## config.mk

```make
export PLATFORM = sky130hd
export DESIGN_NAME = tx_frame_loader
export DESIGN_NICKNAME = d
export VERILOG_FILES = /design/src/rtl/tx_frame_loader_pkg.sv /design/src/rtl/tx_frame_loader_gap_counter.sv /design/src/rtl/tx_frame_loader.sv
export SDC_FILE = /design/constraint.sdc
export NUM_CORES = 1
export LEC_CHECK = 0
export BUFFER_PORTS_ARGS = -buffer_cell sky130_fd_sc_hd__buf_2
export CELL_PAD_IN_SITES_DETAIL_PLACEMENT = 1
export CELL_PAD_IN_SITES_GLOBAL_PLACEMENT = 1
export CORE_MARGIN = 1
export CORE_UTILIZATION = 43
export DETAILED_ROUTE_END_ITERATION = 10
export PLACE_DENSITY = 0.75
export SLEW_MARGIN = 20
export SYNTH_ARGS = -nofsm -noshare
export SYNTH_HDL_FRONTEND = slang
export SYNTH_SLANG_ARGS = --single-unit
```

## constraint.sdc

```tcl
create_clock -name clk -period 2.35 [get_ports clk]
set_input_delay 0.235 -clock clk [delete_from_list [all_inputs] [get_ports clk]]
set_output_delay 0.235 -clock clk [all_outputs]
set_load 0.02 [all_outputs]
```

## src/rtl/tx_frame_loader_pkg.sv

```systemverilog
// Shared types and widths for the transmit frame loader.
// Pulled in by the top module and by its gap counter.
package tx_frame_loader_pkg;

    localparam int NIB_W     = 4;
    localparam int NUM_SLOTS = 4;
    localparam int CNT_W     = 8;

    typedef enum logic [1:0] {
        LOAD = 2'd0,
        FIRE = 2'd1,
        WAIT = 2'd2
    } state_t;

    // Slot index to load-strobe pattern (0=A ... 3=D).
    function automatic logic [NUM_SLOTS-1:0] slot_onehot(input logic [1:0] idx);
        logic [NUM_SLOTS-1:0] one;
        one = {{(NUM_SLOTS-1){1'b0}}, 1'b1};
        return one << idx;
    endfunction

endpackage

```

## src/rtl/tx_frame_loader_gap_counter.sv

```systemverilog
// Loadable down-counter that times the hold-off gap after each frame.
// The done flag marks the cycle whose count is 1, i.e. the last gap cycle.
module gap_counter
    import tx_frame_loader_pkg::*;
(
    input  logic             clk,
    input  logic             rst,
    input  logic             load,
    input  logic [CNT_W-1:0] load_val,
    output logic             done
);

    logic [CNT_W-1:0] count_q;
    logic [CNT_W-1:0] count_d;

    // The count parks at zero once the gap has expired.
    always_comb begin
        count_d = count_q;
        if (load) begin
            count_d = load_val;
        end else if (count_q != '0) begin
            count_d = count_q - CNT_W'(1);
        end
    end

    always_ff @(posedge clk or posedge rst) begin
        if (rst) begin
            count_q <= '0;
        end else begin
            count_q <= count_d;
        end
    end

    assign done = (count_q == CNT_W'(1));

endmodule

```

## src/rtl/tx_frame_loader.sv

```systemverilog
// Collects four nibbles into slots A..D with one-cycle load strobes,
// fires a transmit pulse, then holds off input for GAP_CYCLES cycles.
module tx_frame_loader
    import tx_frame_loader_pkg::*;
#(
    parameter int unsigned GAP_CYCLES = 18
) (
    input  logic             clk,
    input  logic             rst,
    input  logic [NIB_W-1:0] in_data,
    input  logic             in_valid,
    output logic             in_ready,
    input  logic             flush,
    output logic [NIB_W-1:0] A,
    output logic [NIB_W-1:0] B,
    output logic [NIB_W-1:0] C,
    output logic [NIB_W-1:0] D,
    output logic             ld_A,
    output logic             ld_B,
    output logic             ld_C,
    output logic             ld_D,
    output logic             transmit,
    output logic             busy,
    output logic [CNT_W-1:0] frames_sent
);

    state_t               state_q, state_d;
    logic [1:0]           idx_q, idx_d;
    logic [NIB_W-1:0]     slot_q [NUM_SLOTS];
    logic [NIB_W-1:0]     slot_d [NUM_SLOTS];
    logic [NUM_SLOTS-1:0] ld_q, ld_d;
    logic                 transmit_q, transmit_d;
    logic                 busy_q, busy_d;
    logic [CNT_W-1:0]     frames_q, frames_d;
    logic                 accept;
    logic                 gap_load;
    logic                 gap_done;

    gap_counter u_gap_counter (
        .clk      (clk),
        .rst      (rst),
        .load     (gap_load),
        .load_val (CNT_W'(GAP_CYCLES)),
        .done     (gap_done)
    );

    always_ff @(posedge clk or posedge rst) begin
        if (rst) begin
            state_q <= LOAD;
        end else begin
            state_q <= state_d;
        end
    end

    always_comb begin
        state_d = state_q;
        case (state_q)
            LOAD:    if (accept && idx_q == 2'd3) state_d = FIRE;
            FIRE:    state_d = WAIT;
            WAIT:    if (gap_done) state_d = LOAD;
            default: state_d = LOAD;
        endcase
    end

    // Ready is held low during reset so nothing is taken before the flops settle.
    always_comb begin
        in_ready = (state_q == LOAD) && !flush && !rst;
        accept   = in_valid && in_ready;
        gap_load = (state_q == FIRE);
    end

    // Flush only rewinds the slot index; loaded slots keep their data.
    always_comb begin
        idx_d      = idx_q;
        slot_d     = slot_q;
        ld_d       = '0;
        transmit_d = (state_q == FIRE);
        frames_d   = frames_q;
        busy_d     = (state_d != LOAD);
        if (transmit_d) begin
            frames_d = frames_q + CNT_W'(1);
        end
        if (state_q == LOAD) begin
            if (flush) begin
                idx_d = '0;
            end else if (accept) begin
                slot_d[idx_q] = in_data;
                ld_d          = slot_onehot(idx_q);
                idx_d         = idx_q + 2'd1;
            end
        end
    end

    always_ff @(posedge clk or posedge rst) begin
        if (rst) begin
            idx_q      <= '0;
            slot_q     <= '{default: '0};
            ld_q       <= '0;
            transmit_q <= 1'b0;
            busy_q     <= 1'b0;
            frames_q   <= '0;
        end else begin
            idx_q      <= idx_d;
            slot_q     <= slot_d;
            ld_q       <= ld_d;
            transmit_q <= transmit_d;
            busy_q     <= busy_d;
            frames_q   <= frames_d;
        end
    end

    assign A           = slot_q[0];
    assign B           = slot_q[1];
    assign C           = slot_q[2];
    assign D           = slot_q[3];
    assign ld_A        = ld_q[0];
    assign ld_B        = ld_q[1];
    assign ld_C        = ld_q[2];
    assign ld_D        = ld_q[3];
    assign transmit    = transmit_q;
    assign busy        = busy_q;
    assign frames_sent = frames_q;

endmodule

```

==> results of run 1 <==
## through the flow
step                      util [%]  setup slack, ps
after floorplan                  -              521
after global placement        51.9              595
after detailed placement      51.9              516
after CTS                     54.3              497
after global routing          54.3              442
final                         54.3              530
## power groups by stage
stage	combinational (uW)	clock, uW	sequential [uW]
floorplan	300	0	1010
global placement	474	0	969
detailed placement	499	0	983
CTS	504	504	971
global route	555	520	991
finish	498	486	972
## routing by layer
layer / routed length (um) / GRT usage, % / share of wire (%) / up-vias
met3: 242 / 5.50 / 6.3 / 7
met1: 1730 / 23.9 / 45 / 637
met4: 59 / 11.7 / 1.5 / 0
met5: 0 / 0 / 0 / -
met2: 1830 / 29.4 / 47 / 40
li1: - / - / - / 603
## worst max-delay path, delay by kind of cell (launching register included)
kind,cells,cell delay [ps]
AND/OR/NAND/NOR,2,910
flip-flops,1,450
multiplexers,1,350
## cells by family after synthesis
logic type | after synthesis | synth area share [%]
fa+ha+maj | 7 | 4.69
simple gates | 44 | 15.8
xor+xnor | 7 | 3.28
mux | 18 | 10.7
flops | 42 | 56.2
compound gates | 16 | 6.49
buf+inv | 12 | 2.81
## final timing paths
kind | to | cells past startpoint | slack [ps] | start
max reg2reg | D[1]$_DFFE_PP0P_ | 3 | 530 | state_q[0]$_DFF_PP0_
min in group clk | C[2]$_DFFE_PP0P_ | 2 | 190 | in_data[2]
max | D[1]$_DFFE_PP0P_ | 3 | 530 | state_q[0]$_DFF_PP0_
min reg2reg | frames_sent[7]$_DFFE_PP0P_ | 1 | 470 | frames_sent[7]$_DFFE_PP0P_
max in group asynchronous | state_q[0]$_DFF_PP0_ | 3 | 1570 | rst
min | frames_sent[2]$_DFFE_PP0P_ | 2 | 110 | rst
## flip-flops by register name (all words and copies together), names as in the netlist
signal and cells:
A 4, B 4, C 4, D 4
busy 1, frames_sent 8, idx_q 2, ld_q 4
state_q 2, transmit 1, u_gap_counter.count_q 8
## area by class of cell
type | instances | share of cell area [%]
Clock inverter | 2 | 0.564
Clock buffer | 6 | 3.72
Timing Repair Buffer | 40 | 9.26
Tap cell | 50 | 2.82
Inverter | 10 | 1.69
Multi-Input combinational cell | 92 | 34.5
Sequential cell | 42 | 47.4
## synthesized netlist by cell type, types with 2 or more instances
| master | n |
|---|---|
| ha_1 | 7 |
| o21ai_1 | 2 |
| nand3_1 | 3 |
| mux2i_1 | 2 |
| nand4_1 | 4 |
| dfrtp_1 | 42 |
| and3_1 | 3 |
| a211oi_1 | 2 |
| nand2b_1 | 5 |
| a21oi_1 | 3 |
| or3_1 | 2 |
| nand3_2 | 3 |
| mux2_1 | 16 |
| xnor2_1 | 7 |
| inv_1 | 10 |
| nand2_1 | 10 |
==> metrics, run 1 <==
post-synthesis sequential area ratio=56.2%; cell-internal power=1290 uW; fin cells=242; GRT overflow=0; vias in the first global route=1329; clock root buffer=clkbuf_8; die area=0.00462 mm^2; Max-Cap Viols=0; most common cell after layout, fill and taps aside=dfrtp_1; skew final=5.20 ps; final instance area=0.00222 mm^2; initial antenna violation count=0; Initial DRT Pass Iterations=4; P&R area growth vs syn=18.6%; H-tree depth=2; DIE WIDTH=67.9 um; Required @ worst endpoint=2540 ps; Peak supply drop=0.512 mV; Filler cells=458; ratio of total power to cell area=883 mW/mm^2; FMAX=549 MHz; Post-Place Cell Area=0.00212 mm^2; worst-path fanout max=8; Hold Path Class=in2async; status=finished clean; antenna diode count=0; row count=23; first-pass GRT wire length=6.32 mm; DR iter-0 viols=47; die height=67.9 um; Num CTS Buffers=5; CTS Hold Buffers Added=0; # Post-CTS Setup Buffers=0; Yosys top cell by area=dfrtp_1; post-synthesis register bit count=42; RSZ-0062 raised after global routing=no; post-route minimum period=1820 ps; Slew Limit Fails=0; Worst-Margin Slew=779 ps; clock sinks=42; starting density of the core=45.7%; Register Area=0.00105 mm^2; Clk pwr share=24.9%; CP Class=reg2reg; layout cells sized above 1=29.7%; sw frac=33.9%; area of the multi-input gates=766 um^2; Final Hold Fails=0; Leakage=0.00118 uW; Core ar.=0.00409 mm^2; clock tree buffer depth=2; CP cell instances=nor4_4, and3_1, mux2_1; clk_lat worst skew=300 ps; Synth top area share=56.2%; max_slew headroom=48.0%; vias=1287; Comb power frac=25.5%; Post-synth top flop=dfrtp_1; period utilization=77.5%; sum of negative setup slack=0 ps; DRC errors left=0; ys async rst share=100%; Ys Warns=0; hold_ws=106 ps; Setup crit start kind=flip-flop; Port Buffers=38; vias per cell=5.32; final wirelength=3.87 mm; Area contributors post-synth=dfrtp_1 56%, mux2_1 9.6%, ha_1 4.7%; Critical Path Sink Type=flip-flop; critical path's largest stage delay=540 ps; sequential power share=49.7%; wire per inst=16.0 um; most frequent cells in the layout=42 x dfrtp_1, 38 x buf_2, 16 x mux2_1; gpl congestion=0.738; syn nets=161; Syn Inst Count=146; # placed instances=234; Final setup viols=0; Post-synth EDFFs=0; Sw Pwr=663 uW; mapped cell area=0.00187 mm^2; Distinct cells, synth=41; I/O pin count=39; clk slew on worst S/H paths=80 ps; largest net degree at the start of global routing=22; Worst path slowest cell=nor4_4; ANT nets after route=0; Arr. time, crit path=2010 ps; post_cts resized=0; Syn Area/Cell=12.8 um^2; Total GRT Usage=19.2%; net count reported at finish=206; dpl hpwl=2.89 mm; CTS tree=yes; total power draw=1960 uW
(Power assumes the default switching activity.)
==> inputs of run 2 (changes only) <==
==> constraint.sdc (replaced) <==
create_clock -name clk -period 1.7 [get_ports clk]
set_input_delay 0.17 -clock clk [delete_from_list [all_inputs] [get_ports clk]]
set_output_delay 0.17 -clock clk [all_outputs]
set_load 0.02 [all_outputs]
==> metrics, run 2 (same netlist as run 1, synthesis figures left out) <==
Port Buffers=38; clk slew on worst S/H paths=80 ps; layout cells sized above 1=30.8%; DIE WIDTH=67.9 um; worst-path fanout max=3; Final Util=55.9%; Final setup viols=0; CP Class=reg2reg; period utilization=99.1%; cell-internal power=1960 uW; gpl congestion=0.784; net count reported at finish=212; Initial DRT Pass Iterations=4; R2R Path End=busy$_DFF_PP0_; Hold Path Class=in2async; Num CTS Buffers=5; wire per inst=17.3 um; starting density of the core=45.7%; final setup margin=15.7 ps; RR Startpoint=u_gap_counter.count_q[5]$_DFFE_PP0P_; final wirelength=4.28 mm; fin cells=248; Required @ worst endpoint=1880 ps; Final Hold Fails=0; RSZ-0062 raised after global routing=yes; initial antenna violation count=0; sequential power share=45.1%; I/O pin count=39; die area=0.00462 mm^2; skew final=8.46 ps; most common cell after layout, fill and taps aside=dfrtp_1; reg-to-reg slack, setup=20 ps; ratio of total power to cell area=1280 mW/mm^2; Setup crit start kind=flip-flop; status=finished clean; Total GRT Usage=21.1%; clock tree buffer depth=2; antenna diode count=0; most frequent cells in the layout=42 x dfrtp_1, 38 x buf_2, 16 x mux2_1; CTS Hold Buffers Added=0; Filler cells=445; DRC errors left=0; clock root buffer=clkbuf_8; Comb power frac=28.3%; clock sinks=42; max_slew headroom=64.0%; FMAX=594 MHz; dpl hpwl=3.19 mm; DR iter-0 viols=56; # placed instances=240; vias=1319; largest net degree at the start of global routing=43; ANT nets after route=0; Worst-Margin Slew=541 ps; total power draw=2920 uW; sw frac=32.7%; Core ar.=0.00409 mm^2; Arr. time, crit path=1860 ps; vias per cell=5.32; Peak supply drop=0.575 mV; Critical Path Sink Type=flip-flop; Leakage=0.00122 uW; post-route minimum period=1680 ps; Sw Pwr=954 uW; first-pass GRT wire length=6.91 mm; clk_lat worst skew=300 ps; P&R area growth vs syn=22.2%; row count=23; Max-Cap Viols=0; vias in the first global route=1395; Reg2Reg Depth=3; CTS tree=yes; H-tree depth=2; GRT overflow=0; Clk pwr share=26.5%; sum of negative setup slack=0 ps; die height=67.9 um; pre-CTS WS=-5.60 ps; Slew Limit Fails=0
run 2: cell count changes in the layout (fill, tap and decap cells not counted), sizes merged:
cell / delta
clkbuf: +1
buf: +6
clkinv: -1
clkinvlp: -1
bufinv: +1
run 2: cell type report:
type                    instances  area, um^2  area share (%)
flip-flops and latches         42        1050            46.0
well taps                      50        62.6            2.74
inverters                      10        37.5            1.64
clock buffers                   7        76.3            3.34
clock inverters                 1        30.0            1.31
repair buffers                 46         250            11.0
multi-input cells              92         777            34.0
run 2: stage by stage:
step,hold slack (ps),instance area (um^2)
finish,45.5,2280
global route,91.8,2280
CTS,63.1,2280
detailed placement,385,2170
global placement,368,2170
floorplan,302,1870
run 2: worst max-delay path by stage:
stage	cells past startpoint	startpoint	endpoint
4_1_cts	3	u_gap_counter.count_q[3]$_DFFE_PP0P_	busy$_DFF_PP0_
5_1_grt	6	u_gap_counter.count_q[0]$_DFFE_PP0P_	u_gap_counter.count_q[7]$_DFFE_PP0P_
3_5_place_dp	3	u_gap_counter.count_q[3]$_DFFE_PP0P_	busy$_DFF_PP0_
6_report	3	u_gap_counter.count_q[5]$_DFFE_PP0P_	busy$_DFF_PP0_
3_3_place_gp	3	u_gap_counter.count_q[3]$_DFFE_PP0P_	busy$_DFF_PP0_
2_1_floorplan	4	state_q[1]$_DFF_PP0_	D[0]$_DFFE_PP0P_
run 2: repair_timing:
item | CTS | global route
buffers inserted | 0 | 0
setup endpoints to repair | 1 | 3
gates resized for setup | 1 | 0
pin swaps | 0 | 1
run 2: power by group through the flow:
stage | logic, uW | registers, uW | clock network [uW]
after global placement | 763 | 1300 | 0
after detailed placement | 818 | 1330 | 0
after CTS | 839 | 1320 | 794
after global routing | 908 | 1340 | 834
final | 826 | 1320 | 773
after floorplan | 416 | 1400 | 0
run 2: critical path, stage by stage (launching register included):
cell and delay, ps:
dfrtp_1 380, or4_4 570, o41ai_4 250, or3b_1 370
run 2: metal layers:
metal,GRT usage [%],wire length (um),up-vias
li1,-,-,617
met1,25.4,1860,666
met2,36.3,2200,29
met3,4.50,157,7
met4,8.85,70,0
met5,0,0,-
